### config.mk
export PLATFORM = sky130hd
export DESIGN_NAME = rom_rr_arbiter_flat
export DESIGN_NICKNAME = d
export VERILOG_FILES = /design/src/rtl/rom_rr_arbiter_if.sv /design/src/rtl/rom_rr_arbiter.sv /design/src/flat_wrapper.sv
export SDC_FILE = /design/constraint.sdc
export NUM_CORES = 1
export LEC_CHECK = 0
export BUFFER_PORTS_ARGS = -buffer_cell sky130_fd_sc_hd__buf_2
export CAP_MARGIN = 40
export CELL_PAD_IN_SITES_DETAIL_PLACEMENT = 0
export CELL_PAD_IN_SITES_GLOBAL_PLACEMENT = 1
export CORE_MARGIN = 3
export CORE_UTILIZATION = 20
export CTS_BUF_LIST = sky130_fd_sc_hd__clkbuf_4
export DETAILED_ROUTE_END_ITERATION = 10
export PLACE_DENSITY = 0.84
export REMOVE_ABC_BUFFERS = 1
export SLEW_MARGIN = 20
export SYNTH_ARGS = -nofsm -noshare
export SYNTH_HDL_FRONTEND = slang
export SYNTH_SLANG_ARGS = --single-unit
### constraint.sdc
create_clock -name clk -period 3.77 [get_ports clk]
set_clock_uncertainty 0.2 [all_clocks]
set_input_delay 0.9425 -clock clk [delete_from_list [all_inputs] [get_ports clk]]
set_output_delay 0.9425 -clock clk [all_outputs]
set_load 0.005 [all_outputs]
### src/rtl/rom_rr_arbiter_if.sv
// Bundle between table-lookup clients, the round-robin ROM arbiter and the ROM port.
// The master side drives requests and returns ROM data; the slave side is the arbiter.
interface rom_rr_arbiter_if #(
  parameter int NUM_REQ    = 4,
  parameter int DATA_WIDTH = 32,
  parameter int ADDR_WIDTH = 12
);
  logic [NUM_REQ-1:0]            req_vld;
  logic [NUM_REQ*ADDR_WIDTH-1:0] req_addr;
  logic [NUM_REQ-1:0]            req_rdy;
  logic [NUM_REQ-1:0]            rsp_vld;
  logic [DATA_WIDTH-1:0]         rsp_data;
  logic                          rom_addr_vld;
  logic [ADDR_WIDTH-1:0]         rom_addr;
  logic                          rom_dout_vld;
  logic [DATA_WIDTH-1:0]         rom_dout;

  modport master (
    output req_vld, req_addr, rom_dout_vld, rom_dout,
    input  req_rdy, rsp_vld, rsp_data, rom_addr_vld, rom_addr
  );

  modport slave (
    input  req_vld, req_addr, rom_dout_vld, rom_dout,
    output req_rdy, rsp_vld, rsp_data, rom_addr_vld, rom_addr
  );
endinterface

### src/rtl/rom_rr_arbiter.sv
// Round-robin arbiter sharing one 1-cycle-latency ROM between NUM_REQ requesters.
// A registered tag remembers the owner of the in-flight read so the returned word is routed back.
module rom_rr_arbiter #(
  parameter int NUM_REQ    = 4,
  parameter int DATA_WIDTH = 32,
  parameter int ADDR_WIDTH = 12
) (
  input logic             clk,
  input logic             rst,
  rom_rr_arbiter_if.slave bus
);
  localparam int PTR_W = $clog2(NUM_REQ);

  logic [PTR_W-1:0]   rr_ptr;
  logic [PTR_W-1:0]   inflight_tag;
  logic               inflight_vld;
  logic               chk_armed;
  logic [PTR_W-1:0]   gnt_idx;
  logic [PTR_W-1:0]   cand;
  logic [PTR_W-1:0]   ptr_nxt;
  logic               gnt_any;
  logic [NUM_REQ-1:0] grant;
  logic [NUM_REQ-1:0] rsp_onehot;

  // Scan from rr_ptr with an explicit wrap so non-power-of-two NUM_REQ works.
  always_comb begin
    grant   = '0;
    gnt_any = 1'b0;
    gnt_idx = '0;
    cand    = '0;
    for (int k = 0; k < NUM_REQ; k++) begin
      if (int'(rr_ptr) + k >= NUM_REQ)
        cand = PTR_W'(int'(rr_ptr) + k - NUM_REQ);
      else
        cand = PTR_W'(int'(rr_ptr) + k);
      if (!gnt_any && !rst && bus.req_vld[cand]) begin
        gnt_any = 1'b1;
        gnt_idx = cand;
      end
    end
    if (gnt_any)
      grant[gnt_idx] = 1'b1;
  end

  assign ptr_nxt = (gnt_idx == PTR_W'(NUM_REQ - 1)) ? '0 : gnt_idx + PTR_W'(1);

  assign bus.req_rdy      = grant;
  assign bus.rom_addr_vld = gnt_any;
  assign bus.rom_addr     = gnt_any ? bus.req_addr[int'(gnt_idx)*ADDR_WIDTH +: ADDR_WIDTH] : '0;

  always_ff @(posedge clk or posedge rst) begin
    if (rst) begin
      rr_ptr       <= '0;
      inflight_vld <= 1'b0;
      inflight_tag <= '0;
      chk_armed    <= 1'b0;
    end else begin
      inflight_vld <= gnt_any;
      chk_armed    <= 1'b1;
      if (gnt_any) begin
        rr_ptr       <= ptr_nxt;
        inflight_tag <= gnt_idx;
      end
    end
  end

  // The ROM's own valid is not reset, so the response qualifier comes from our tag pipeline.
  always_comb begin
    rsp_onehot = '0;
    if (inflight_vld)
      rsp_onehot[inflight_tag] = 1'b1;
  end

  assign bus.rsp_vld  = rsp_onehot;
  assign bus.rsp_data = bus.rom_dout;

  a_rom_vld_tracks: assert property (@(posedge clk) disable iff (rst)
    chk_armed |-> (inflight_vld == bus.rom_dout_vld));
endmodule

### src/flat_wrapper.sv
// flat-port wrapper written by rule: the top's interface ports become plain ports
module rom_rr_arbiter_flat 
#(
  parameter int NUM_REQ    = 4,
  parameter int DATA_WIDTH = 32,
  parameter int ADDR_WIDTH = 12
)
  (clk, rst, bus_req_vld, bus_req_addr, bus_rom_dout_vld, bus_rom_dout, bus_req_rdy, bus_rsp_vld, bus_rsp_data, bus_rom_addr_vld, bus_rom_addr);
  rom_rr_arbiter_if #(.NUM_REQ(NUM_REQ), .DATA_WIDTH(DATA_WIDTH), .ADDR_WIDTH(ADDR_WIDTH)) bus_i ();
  input logic clk;
  input logic rst;
  input wire logic [$bits(bus_i.req_vld)-1:0] bus_req_vld;
  input wire logic [$bits(bus_i.req_addr)-1:0] bus_req_addr;
  input wire logic [$bits(bus_i.rom_dout_vld)-1:0] bus_rom_dout_vld;
  input wire logic [$bits(bus_i.rom_dout)-1:0] bus_rom_dout;
  output wire logic [$bits(bus_i.req_rdy)-1:0] bus_req_rdy;
  output wire logic [$bits(bus_i.rsp_vld)-1:0] bus_rsp_vld;
  output wire logic [$bits(bus_i.rsp_data)-1:0] bus_rsp_data;
  output wire logic [$bits(bus_i.rom_addr_vld)-1:0] bus_rom_addr_vld;
  output wire logic [$bits(bus_i.rom_addr)-1:0] bus_rom_addr;
  assign bus_i.req_vld = bus_req_vld;
  assign bus_i.req_addr = bus_req_addr;
  assign bus_i.rom_dout_vld = bus_rom_dout_vld;
  assign bus_i.rom_dout = bus_rom_dout;
  assign bus_req_rdy = bus_i.req_rdy;
  assign bus_rsp_vld = bus_i.rsp_vld;
  assign bus_rsp_data = bus_i.rsp_data;
  assign bus_rom_addr_vld = bus_i.rom_addr_vld;
  assign bus_rom_addr = bus_i.rom_addr;
  rom_rr_arbiter #(.NUM_REQ(NUM_REQ), .DATA_WIDTH(DATA_WIDTH), .ADDR_WIDTH(ADDR_WIDTH)) u_core (.clk(clk), .rst(rst), .bus(bus_i));
endmodule
# After elaboration in Yosys (flattened, before gate mapping)
# Cells that the tools add are included.
[word_totals]
regBits = 5
inputBits = 87
elab_cells = 67
out_inout_bits = 53
[classes]
multipliers = 1
n_eq_ne = 1
n_lt_le_gt_ge = 12
n_shift = 1
n_mux = 28
n_reduce_logical = 13
addsub = 8
[ops]
columns = ["cell", "n"]
rows = [
  ["indexed part select 48 x 32 -> 12 bit", 1],
  ["< comparator 2 x 3 -> 1 bit (second input constant)", 6],
  ["two-way mux 2 bit", 9],
  ["two-way mux 12 bit", 1],
  ["two-way mux 1 bit", 10],
  ["greater-or-equal comparator 3 bit (second input constant)", 3],
  ["logical AND 1 bit", 9],
  ["binary-select mux 1 bit (select 2 bit)", 4],
  ["two-way mux 4 bit", 2],
  ["subtractor 2 x 1 -> 2 bit (second input constant)", 4],
  ["adder 2 x 2 -> 3 bit (second input constant)", 2],
  ["demux 1 bit (select 2 bit)", 2],
  ["greater-or-equal comparator 2 x 1 -> 1 bit (second input constant)", 2],
  ["logical NOT 1 bit", 4],
  ["multiplier 2 x 2 -> 4 bit (second input constant)", 1],
  ["adder 2 x 1 -> 3 bit (second input constant)", 1],
  ["greater-or-equal comparator 2 x 3 -> 1 bit (second input constant)", 1],
  ["adder 2 x 1 -> 2 bit (second input constant)", 1],
  ["== test 2 bit (second input constant)", 1],
]

# Longest topological paths before layout
# Gate-level depths: netlist of the first run.
[depth]
depth_word = 23
depth_mapped = 9
mapped_depth_nobuf = 6

# Least setup slack after synthesis of the first run
# Ideal clock, no wire load.
[synth_timing]
path_type = "input to output"
from = "in bus_req_vld[2]"
to = "out bus_rom_addr[10]"
stages = 9
required_time_ps = 2628
arrival_ps = 2477
setup_slack_ps = 150
n_path_buf = 3
cell_sequence = "buf_2 and3b_1 o211ai_2 o2111ai_1 a221o_1 buf_6 buf_6 mux2i_1 o22ai_1"
[synth_between]
elab_chain_len = 19
[synth_lines]
columns = ["element", "line", "source"]
rows = [
  ["start: declaration", "flat_wrapper.sv:12", "input wire logic [$bits(bus_i.req_vld)-1:0] bus_req_vld;"],
  ["binary-select mux 1 bit (select 2 bit)", "rom_rr_arbiter.sv:36", "if (!gnt_any && !rst && bus.req_vld[cand]) begin"],
  ["two-way mux 1 bit (implied by the code)", "rom_rr_arbiter.sv:36", ""],
  ["logical AND 1 bit", "rom_rr_arbiter.sv:36", ""],
  ["two-way mux 1 bit", "rom_rr_arbiter.sv:36", ""],
  ["logical NOT 1 bit", "rom_rr_arbiter.sv:36", ""],
  ["logical AND 1 bit (2 in series)", "rom_rr_arbiter.sv:36", ""],
  ["two-way mux 1 bit", "rom_rr_arbiter.sv:36", ""],
  ["logical NOT 1 bit", "rom_rr_arbiter.sv:36", ""],
  ["logical AND 1 bit (2 in series)", "rom_rr_arbiter.sv:36", ""],
  ["two-way mux 1 bit", "rom_rr_arbiter.sv:36", ""],
  ["logical NOT 1 bit", "rom_rr_arbiter.sv:36", ""],
  ["logical AND 1 bit (2 in series)", "rom_rr_arbiter.sv:36", ""],
  ["two-way mux 2 bit", "rom_rr_arbiter.sv:36", ""],
  ["multiplier 2 x 2 -> 4 bit", "rom_rr_arbiter.sv:49", "assign bus.rom_addr = gnt_any ? bus.req_addr[int'(gnt_idx)*ADDR_WIDTH +: ADDR_WIDTH] : '0;"],
  ["indexed part select 48 x 32 -> 12 bit", "rom_rr_arbiter.sv:49", ""],
  ["two-way mux 12 bit (*)", "rom_rr_arbiter.sv:49", ""],
  ["end: declaration", "flat_wrapper.sv:20", "output wire logic [$bits(bus_i.rom_addr)-1:0] bus_rom_addr;"],
]
# Mark *: on every way between the ends. The rest lies on a longest branch, timed or not. The select of a mux whose other input is x is not followed.

# Worst setup path in the final report of the first run
[layout_timing]
from = "in bus_req_vld[2]"
to = "out bus_rom_addr[1]"
# The elaborated chain is that of the path after synthesis.

==> results.sh, run 1 <==
export IMPL_insertion_delay_ns=0.24
export IMPL_synth_top_area_cell="buf_4"
export IMPL_slowest_delay_ns=0.48
export IMPL_clk_pin_slew_worst_paths_ns=0.04
export IMPL_ios=140
export IMPL_syn_area_sq_um=1129
export IMPL_synthFlopType="dfrtp_1"
export IMPL_io_buffer_count=74
export IMPL_drc=0
export IMPL_p_int_uw=560.8
export IMPL_wl_microns=4733
export IMPL_path_cells="buf_12 -> and3b_2 -> o211ai_2 -> o2111ai_2 -> a221o_2 -> clkbuf_16 -> mux2i_1 -> o22ai_1 -> buf_2"
export IMPL_setup_viol=11
export IMPL_die_x_microns=81.12
export IMPL_rsz0062_at_grt="yes"
export IMPL_fin_util=0.3048
export IMPL_worstPathRequired_ns=2.63
export IMPL_place_ws_ns=0.02750
export IMPL_root_buffer="clkbuf_4"
export IMPL_p_leak_nw=0.9022
export IMPL_hpwlAfterDp_microns=3704
export IMPL_dp_cells=259
export IMPL_cts_tree="done"
export IMPL_synth_seq_cells=5
export IMPL_synth_edf_count=0
export IMPL_vias=1284
export IMPL_worst_pin_slew_ns=0.4230
export IMPL_grt_pass1_wl_microns=6699
export IMPL_start_util=0.2141
export IMPL_detail_route_antenna_nets=0
export IMPL_viasPerCell=4.773
export IMPL_yosysWarnings=0
export IMPL_synth_top_area_frac=0.2195
export IMPL_grt_usage=0.1375
export IMPL_min_period_ns=3.813
export IMPL_areaGrowthSynthToFinish_pct=42.35
export IMPL_grt_pass1_vias=1210
export IMPL_die_h_microns=81.12
export IMPL_fin_setup_tns_ns=-0.2086
export IMPL_worst_setup_path_type="in2out"
export IMPL_die_area_sq_um=6580
export IMPL_grt_max_degree=21
export IMPL_violations="setup timing"
export IMPL_gp_congestion=0.8617
export IMPL_path_max_fanout=10
export IMPL_crit_arrival_ns=2.67
export IMPL_comb_power_share=0.802
export IMPL_antenna_found_initial=0
export IMPL_startpoint="bus_req_vld[2]"
export IMPL_drive_gt1_frac=0.5678
export IMPL_post_route_cell_area_sq_um=1607
export IMPL_synth_area_leaders="buf_4 22%, mux2i_1 21%, dfrtp_1 11%"
export IMPL_fp_row_count=26
export IMPL_swShare=0.4333
export IMPL_wl_per_cell_microns=17.59
export IMPL_drt_pass1_iter_count=4
export IMPL_min_from="u_core.inflight_tag[1]"
export IMPL_reg2reg_from="u_core.rr_ptr[1]"
export IMPL_ys_seq_area_frac=0.1109
export IMPL_p_clk_frac=0.069
export IMPL_num_antenna_cells=0
export IMPL_synth_async_reset_ratio=1.000
export IMPL_finalHoldViolations=0
export IMPL_gr_total_overflow=0
export IMPL_drtIter0Drc=55
export IMPL_yosysUniqueCellTypes=37
export IMPL_postLayoutSetupSlackWorst_ns=-0.04253
export IMPL_clock_sinks=5
export IMPL_fmax_mhz=262.3
export IMPL_worst_setup_path_end_kind="output port"
export IMPL_period_share=1.011
export IMPL_nets=287
export IMPL_power_density_nw_per_um2=615.9
export IMPL_placed_area_sq_um=1410
export IMPL_power_switching_uw=428.8
export IMPL_yosys_top_cells_count="33 x buf_4, 24 x mux2i_1, 12 x o22ai_1"
export IMPL_yosys_cell_count_top_type="buf_4"
export IMPL_cts_hold_buf=0
export IMPL_slowest_stage="a221o_2"
export IMPL_irDropWorstVdd_mv=0.2167
export IMPL_slew_headroom=0.7180
export IMPL_clk_path_buf_depth=2
export IMPL_seqPwrFrac=0.129
export IMPL_layout_cells_non_filler=269
export IMPL_syn_inst=142
export IMPL_hold_class="reg2reg"
export IMPL_cp_start_kind="input pin"
export IMPL_syn_area_per_cell_sq_um=7.948
export IMPL_drv_slew=0
export IMPL_fp_coreArea_sq_um=5270
export IMPL_htreeDepth=1
export IMPL_maxCapViolCount=0
export IMPL_status="finished with violations"
export IMPL_cts_made_buffers=3
-- logic make-up after synthesis --
kind of cell | share of synthesized area
AO/OA/AOI/OAI | 0.2262
buffers and inverters | 0.3049
flip-flops | 0.1109
multiplexers | 0.2228
AND/OR/NAND/NOR | 0.1353
-- through the flow --
stage	power [mW]	hold slack, ns
floorplan	0.4974	0.3199
global placement	0.8317	0.3380
detailed placement	0.8313	0.3436
CTS	0.9045	0.3518
global route	1.077	0.4008
finish	0.9895	0.3517
-- sequential cells by signal (all words and copies together), names as in the netlist --
name	flops
u_core.inflight_tag	2
u_core.rr_ptr	2
u_core.inflight_vld	1
-- what timing repair did --
| item | 4_1_cts | 5_1_grt |
|---|---|---|
| endpoints found under the setup margin | 0 | 14 |
| setup buffers | 0 | 4 |
| resized for setup | 0 | 25 |
-- critical path, delay by kind of cell --
kind | cells | cell delay [ns]
buf+inv | 3 | 0.45
mux | 1 | 0.12
simple gates | 1 | 0.22
compound gates | 4 | 0.94
-- per-layer routing --
metal  global-route usage  wire length (microns)
met2               0.1708                   1829
met5                    0                      0
met4              0.03041                      0
met1               0.1775                   1921
met3               0.1142                    982
-- layout make-up --
class | instances | area (sq um)
clock buffers | 4 | 30.03
fillers | 575 | 3664
inverters | 6 | 22.52
multi-input cells | 88 | 700.7
flip-flops and latches | 5 | 125.1
well taps | 70 | 87.58
repair buffers | 96 | 640.6
-- placed cells by master, fill, tap and decap left out, types with 2 or more instances in the layout --
master	count
buf_2	70
mux2i_1	24
buf_4	17
o22ai_1	12
nor2_1	7
dfrtp_1	5
inv_1	4
a21oi_1	4
o21ai_1	4
clkbuf_4	4
nor3b_1	3
and3_1	3
buf_12	3
and3b_2	2
o211ai_2	2
nand3_1	2
a21o_1	2
o21bai_1	2
nand2_1	2
clkbuf_16	2
buf_8	2
buf_6	2
-- final timing paths --
path	to	slack [ns]	cells past startpoint
setup / recovery	bus_rom_addr[1]	-0.04	9
hold / removal	u_core.inflight_tag[1]	0.35	2
setup reg to reg	u_core.rr_ptr[1]	0.93	8
hold reg to reg	u_core.inflight_tag[1]	0.35	2
max in group asynchronous	u_core.inflight_tag[1]	2.77	2
min in group asynchronous	u_core.inflight_tag[0]	0.43	2
-- power by group through the flow --
stage          Clock (mW)  Sequential [mW]  Combinational (mW)
6_report           0.0682            0.128               0.794
5_1_grt            0.0741            0.133               0.870
4_1_cts            0.0701            0.120               0.714
3_5_place_dp            0            0.121               0.710
3_3_place_gp            0            0.119               0.712
2_1_floorplan           0            0.111               0.386
Power figures use the tool's default switching activity.
==> inputs of run 2 (changes only) <==
--- a/config.mk
+++ b/config.mk
@@ -9,6 +9,7 @@
 export CAP_MARGIN = 40
 export CELL_PAD_IN_SITES_DETAIL_PLACEMENT = 0
 export CELL_PAD_IN_SITES_GLOBAL_PLACEMENT = 1
+export CORE_ASPECT_RATIO = 0.75
 export CORE_MARGIN = 3
 export CORE_UTILIZATION = 20
 export CTS_BUF_LIST = sky130_fd_sc_hd__clkbuf_4
==> run 2 against run 1 <==
The flow still finishes with violations (setup timing). Clock power decreased by 3%. Utilization down 1.6 points. Die area rose by 0.14%. Hold slack got worse by 0.0033 ns. Register-to-register slack improved by 0.20 ns. Flip-flop and latch count is the same. Worst setup slack improved by 0.011 ns. Total power fell by 2.0%. Global-route usage down 1.3 points. Largest power group unchanged. Critical endpoint is now bus_rom_addr[5]. Via count shrank 2.4%. Sequential share of layout area grew 0.23 points. Maximum frequency rose by 0.29%. Critical path type unchanged.
==> results.sh, run 2 (same netlist as run 1, synthesis figures left out) <==
export IMPL_grt_pass1_vias=1223
export IMPL_irDropWorstVdd_mv=0.2054
export IMPL_areaGrowthSynthToFinish_pct=38.25
export IMPL_antenna_found_initial=0
export IMPL_post_route_cell_area_sq_um=1560
export IMPL_path_max_fanout=14
export IMPL_root_buffer="clkbuf_4"
export IMPL_detail_route_antenna_nets=0
export IMPL_placed_area_sq_um=1401
export IMPL_clk_path_buf_depth=2
export IMPL_worst_setup_path_type="in2out"
export IMPL_start_util=0.2086
export IMPL_ios=140
export IMPL_period_share=1.008
export IMPL_final_cell_mix="71 x buf_2, 22 x mux2i_1, 14 x buf_4"
export IMPL_hpwlAfterDp_microns=3568
export IMPL_hold_class="reg2reg"
export IMPL_grt_pass1_wl_microns=6306
export IMPL_worst_setup_path_end_kind="output port"
export IMPL_power_density_nw_per_um2=621.4
export IMPL_slowest_stage="a221o_2"
export IMPL_worst_pin_slew_ns=0.4029
export IMPL_status="finished with violations"
export IMPL_slowest_delay_ns=0.43
export IMPL_cp_start_kind="input pin"
export IMPL_drv_slew=0
export IMPL_min_from="u_core.inflight_tag[1]"
export IMPL_slew_headroom=0.7314
export IMPL_fp_coreArea_sq_um=5410
export IMPL_seqPwrFrac=0.129
export IMPL_path_cells="buf_2 -> and3b_1 -> o211ai_2 -> o2111ai_1 -> a221o_2 -> clkbuf_16 -> mux2i_1 -> o22ai_1 -> buf_2"
export IMPL_gp_congestion=0.7554
export IMPL_p_total_uw=969.6
export IMPL_violations="setup timing"
export IMPL_maxCapViolCount=0
export IMPL_multiInputGateArea_sq_um=684.4
export IMPL_cp_common_cell="buf_2"
export IMPL_insertion_delay_ns=0.23
export IMPL_num_antenna_cells=0
export IMPL_drt_pass1_iter_count=4
export IMPL_worstHoldPathCells=2
export IMPL_reg_largest_list="u_core.inflight_tag (2), u_core.rr_ptr (2), u_core.inflight_vld (1)"
export IMPL_htreeDepth=1
export IMPL_grt_max_degree=30
export IMPL_power_switching_uw=430.0
export IMPL_crit_arrival_ns=2.66
export IMPL_worstPathRequired_ns=2.63
export IMPL_cts_tree="done"
export IMPL_place_ws_ns=-0.001885
export IMPL_nets=284
export IMPL_layout_cells_non_filler=271
export IMPL_setup_viol=8
export IMPL_gr_total_overflow=0
export IMPL_vias=1253
export IMPL_drc=0
export IMPL_layout_commonest_cell="buf_2"
export IMPL_wl_per_cell_microns=17.46
export IMPL_dp_cells=262
export IMPL_finalHoldViolations=0
export IMPL_wl_microns=4732
export IMPL_min_period_ns=3.802
export IMPL_die_h_microns=71.06
export IMPL_fp_row_count=23
export IMPL_postLayoutSetupSlackWorst_ns=-0.03152
export IMPL_clk_pin_slew_worst_paths_ns=0.04
export IMPL_fmax_mhz=263.1
export IMPL_regArea_sq_um=125.1
export IMPL_grt_usage=0.1240
export IMPL_p_int_uw=539.6
export IMPL_die_area_sq_um=6590
export IMPL_die_x_microns=92.74
export IMPL_startpoint="bus_req_vld[0]"
export IMPL_p_leak_nw=0.8693
export IMPL_r2r_cells=7
export IMPL_fillers=606
export IMPL_drive_gt1_frac=0.5459
export IMPL_rsz0062_at_grt="yes"
export IMPL_hold_ws_ns=0.3483
export IMPL_io_buffer_count=74
export IMPL_comb_power_share=0.803
export IMPL_clock_sinks=5
export IMPL_cts_made_buffers=3
export IMPL_swShare=0.4435
export IMPL_p_clk_frac=0.068
export IMPL_regToRegSetupSlack_ns=1.13
export IMPL_drtIter0Drc=74
export IMPL_viasPerCell=4.624
export IMPL_fin_setup_tns_ns=-0.1601
export IMPL_fin_util=0.2884
export IMPL_reg2reg_from="u_core.rr_ptr[1]"
[run 2: cell types whose count changed in the layout (fill, tap and decap cells not counted), sizes merged]
cell | previous run | this run
buf | 94 | 91
[run 2: routing by layer]
layer	wire length, microns	global-route usage	up-vias
met5	69	0.08333	-
met4	13	0.01789	4
met3	725	0.08714	4
met2	2038	0.1801	96
met1	1886	0.1469	551
li1	-	-	598
[run 2: path summary, 6_finish.rpt]
kind                                     endpoint
setup / recovery                  bus_rom_addr[5]
hold reg to reg            u_core.inflight_tag[1]
hold / removal             u_core.inflight_tag[1]
min in group asynchronous        u_core.rr_ptr[0]
setup reg to reg                 u_core.rr_ptr[1]
max in group asynchronous  u_core.inflight_tag[1]
[run 2: layout make-up]
class,count,area share
multi-input cells,88,0.4387
clock buffers,4,0.01925
flip-flops and latches,5,0.08019
inverters,6,0.01443
well taps,75,0.06014
repair buffers,93,0.3873
[run 2: repair_timing]
action                     in CTS  in global routing
setup endpoints to repair       1                 15
gates cloned                    0                  2
resized for setup               1                 18
buffers inserted                0                  3
hold buffers                    0                  0
pin swaps                       0                  4
[run 2: worst max-delay path, delay by kind of cell]
kind                   cells  cell delay, ns
AO/OA/AOI/OAI              4            0.90
buffers and inverters      3            0.47
multiplexers               1            0.12
AND/OR/NAND/NOR            1            0.21
[run 2: power by group through the flow]
stage | combinational, mW | clock (mW) | sequential (mW)
after floorplan | 0.386 | 0 | 0.111
after global placement | 0.689 | 0 | 0.122
after detailed placement | 0.693 | 0 | 0.125
after CTS | 0.699 | 0.0692 | 0.123
after global routing | 0.855 | 0.0742 | 0.131
final | 0.779 | 0.0663 | 0.125
==> inputs of run 3 (changes only) <==
--- a/config.mk
+++ b/config.mk
@@ -5,16 +5,17 @@
 export SDC_FILE = /design/constraint.sdc
 export NUM_CORES = 1
 export LEC_CHECK = 0
+export ABC_AREA = 1
 export BUFFER_PORTS_ARGS = -buffer_cell sky130_fd_sc_hd__buf_2
 export CAP_MARGIN = 40
 export CELL_PAD_IN_SITES_DETAIL_PLACEMENT = 0
 export CELL_PAD_IN_SITES_GLOBAL_PLACEMENT = 1
 export CORE_ASPECT_RATIO = 0.75
 export CORE_MARGIN = 3
-export CORE_UTILIZATION = 20
+export CORE_UTILIZATION = 21
 export CTS_BUF_LIST = sky130_fd_sc_hd__clkbuf_4
 export DETAILED_ROUTE_END_ITERATION = 10
-export PLACE_DENSITY = 0.84
+export PLACE_DENSITY = 0.85
 export REMOVE_ABC_BUFFERS = 1
 export SLEW_MARGIN = 20
 export SYNTH_ARGS = -nofsm -noshare
==> run 3 against run 2 <==
The flow now finishes without violations. Routed wire length up 21%. Critical path depth up 7. Count of clock-buffer cells in the layout unchanged. Utilization up 1.1 points. Synthesized cell count up 70%. Sequential share of layout area down 1.0 points. Maximum frequency up 5.4%. Critical path type unchanged. Critical endpoint is now bus_rom_addr[2]. Largest power group unchanged.
==> results.sh, run 3 <==
export IMPL_status="complete, no violations"
export IMPL_irDropWorstVdd_mv=0.3020
export IMPL_grt_max_degree=18
export IMPL_reg_largest_list="u_core.inflight_tag (2), u_core.rr_ptr (2), u_core.inflight_vld (1)"
export IMPL_clk_path_buf_depth=2
export IMPL_wl_microns=5708
export IMPL_layout_commonest_cell="nand2_1"
export IMPL_synth_async_reset_ratio=1.000
export IMPL_hpwlAfterDp_microns=4345
export IMPL_hold_class="reg2reg"
export IMPL_io_buffer_count=74
export IMPL_die_h_microns=75.12
export IMPL_worst_pin_slew_ns=0.4148
export IMPL_clk_pin_slew_worst_paths_ns=0.05
export IMPL_slowest_delay_ns=0.17
export IMPL_antenna_found_initial=0
export IMPL_detail_route_antenna_nets=0
export IMPL_power_switching_mw=1.020
export IMPL_insertion_delay_ns=0.24
export IMPL_viasPerCell=4.567
export IMPL_root_buffer="clkbuf_4"
export IMPL_slew_headroom=0.7235
export IMPL_drc=0
export IMPL_p_total_mw=1.851
export IMPL_min_period_ns=3.606
export IMPL_num_antenna_cells=0
export IMPL_postLayoutSetupSlackWorst_ns=0.1636
export IMPL_path_cells="buf_2 -> inv_1 -> nand2_1 -> nand2_2 -> buf_4 -> nand2_1 -> nand2_1 -> nor2_2 -> buf_4 -> nand2_4 -> buf_4 -> nand3_1 -> nand2_1 -> nand2_1 -> a21oi_1 -> buf_2"
export IMPL_die_area_sq_um=7373
export IMPL_synthFlopType="dfrtp_1"
export IMPL_worstPathRequired_ns=2.63
export IMPL_syn_inst=241
export IMPL_fillers=697
export IMPL_yosys_top_cells_count="89 x nand2_1, 41 x nand3_1, 34 x buf_4"
export IMPL_ios=140
export IMPL_period_share=0.9566
export IMPL_comb_power_share=0.890
export IMPL_grt_pass1_vias=1568
export IMPL_p_clk_frac=0.039
export IMPL_seqPwrFrac=0.071
export IMPL_worst_setup_path_type="in2out"
export IMPL_layout_cells_non_filler=372
export IMPL_p_int_uw=830.8
export IMPL_maxCapViolCount=0
export IMPL_fmax_mhz=277.3
export IMPL_yosysWarnings=0
export IMPL_cp_start_kind="input pin"
export IMPL_fp_row_count=24
export IMPL_cts_tree="done"
export IMPL_swShare=0.5511
export IMPL_drv_slew=0
export IMPL_nets=382
export IMPL_path_max_fanout=7
export IMPL_regToRegSetupSlack_ns=1.44
export IMPL_regArea_sq_um=125.1
export IMPL_drtIter0Drc=62
export IMPL_worst_setup_path_end_kind="output port"
export IMPL_drt_pass1_iter_count=4
export IMPL_synth_area_leaders="nand2_1 25%, buf_4 19%, nand3_1 15%"
export IMPL_clock_sinks=5
export IMPL_synth_edf_count=0
export IMPL_vias=1699
export IMPL_slowest_stage="buf_4"
export IMPL_syn_area_per_cell_sq_um=5.550
export IMPL_synth_top_area_cell="nand2_1"
export IMPL_grt_usage=0.1405
export IMPL_drive_gt1_frac=0.4320
export IMPL_wl_per_cell_microns=15.34
export IMPL_die_x_microns=98.16
export IMPL_place_ws_ns=-0.01708
export IMPL_final_cell_mix="85 x nand2_1, 74 x buf_2, 39 x nand3_1"
export IMPL_finalHoldViolations=0
export IMPL_synth_seq_cells=5
export IMPL_gr_total_overflow=0
export IMPL_syn_area_sq_um=1338
export IMPL_gp_congestion=0.7123
export IMPL_p_leak_nw=1.051
export IMPL_fp_coreArea_sq_um=5976
export IMPL_power_density_nw_per_um2=1035
export IMPL_fin_util=0.2992
export IMPL_multiInputGateArea_sq_um=895.9
export IMPL_setup_viol=0
export IMPL_areaGrowthSynthToFinish_pct=33.68
export IMPL_grt_pass1_wl_microns=8162
export IMPL_yosysUniqueCellTypes=24
export IMPL_dp_cells=364
export IMPL_cts_made_buffers=3
export IMPL_htreeDepth=1
export IMPL_yosys_cell_count_top_type="nand2_1"
export IMPL_crit_arrival_ns=2.46
export IMPL_start_util=0.2238
export IMPL_ys_seq_area_frac=0.09355
export IMPL_cp_common_cell="nand2_1"
export IMPL_synth_top_area_frac=0.2498
==> run 3: changes by cell type after synthesis, sizes merged, moves of 3 or more <==
| cell | delta |
|---|---|
| inv | +12 |
| a21oi | +9 |
| and3 | -3 |
| nor3 | +5 |
| nand2 | +95 |
| nor3b | -3 |
| mux2i | -24 |
| o22ai | -12 |
| nand3 | +39 |
==> run 3: final timing paths <==
| kind | cells after the start | to | startpoint |
|---|---|---|---|
| setup / recovery | 16 | bus_rom_addr[2] | bus_req_vld[0] |
| hold / removal | 2 | u_core.inflight_tag[0] | u_core.inflight_tag[0] |
| setup reg to reg | 13 | u_core.rr_ptr[1] | u_core.rr_ptr[0] |
| hold reg to reg | 2 | u_core.inflight_tag[0] | u_core.inflight_tag[0] |
| max in group asynchronous | 3 | u_core.inflight_tag[1] | rst |
| min in group asynchronous | 3 | u_core.rr_ptr[0] | rst |
==> run 3: final cells by class <==
cell class | instances | share of cell area
multi-input combinational | 176 | 0.5011
timing repair buffer | 92 | 0.3191
sequential | 5 | 0.06998
tap | 78 | 0.05458
inverter | 17 | 0.03849
clock buffer | 4 | 0.01680
==> run 3: repair_timing <==
| item | CTS | global route |
|---|---|---|
| cloned | 0 | 2 |
| setup buffers | 0 | 3 |
| endpoints found under the setup margin | 1 | 17 |
| hold buffers | 0 | 0 |
| endpoints found under the hold margin | 0 | 0 |
| resized for setup | 1 | 22 |
| pin swaps | 0 | 8 |
==> run 3: power by group through the flow <==
stage	Sequential [mW]	Clock [mW]	Combinational [mW]
after CTS	0.127	0.0746	1.44
after global placement	0.125	0	1.40
after global routing	0.136	0.0760	1.84
after detailed placement	0.126	0	1.43
after floorplan	0.114	0	0.854
final	0.131	0.0718	1.65
==> run 3: critical path, delay by kind of cell <==
family	cells	cell delay (ns)
AOI/OAI and AO/OA	1	0.14
buffers and inverters	6	0.70
and+or+nand+nor	9	0.69
==> run 3: kinds of logic (layout without fill, tap and decap cells) <==
kind of cell	after synthesis	in the layout	synth area share
buf+inv	61	113	0.2937
compound gates	19	19	0.07484
flops	5	5	0.09355
simple gates	156	157	0.5379
==> run 3: per-stage QoR <==
step	instance area, sq um	setup TNS (ns)	hold slack [ns]
CTS	1644	0	0.4244
detailed placement	1610	-0.01708	0.4161
global placement	1599	-2.000	0.4050
floorplan	1013	0	0.3675
global route	1788	-0.002019	0.4711
finish	1788	0	0.4223
==> run 3: per-layer routing <==
metal	global-route usage	share of wire	vias to the layer above
li1	-	-	845
met1	0.1991	0.47	772
met2	0.1893	0.41	82
met3	0.07593	0.12	0
met4	0.01364	0	0
met5	0.02564	0	-
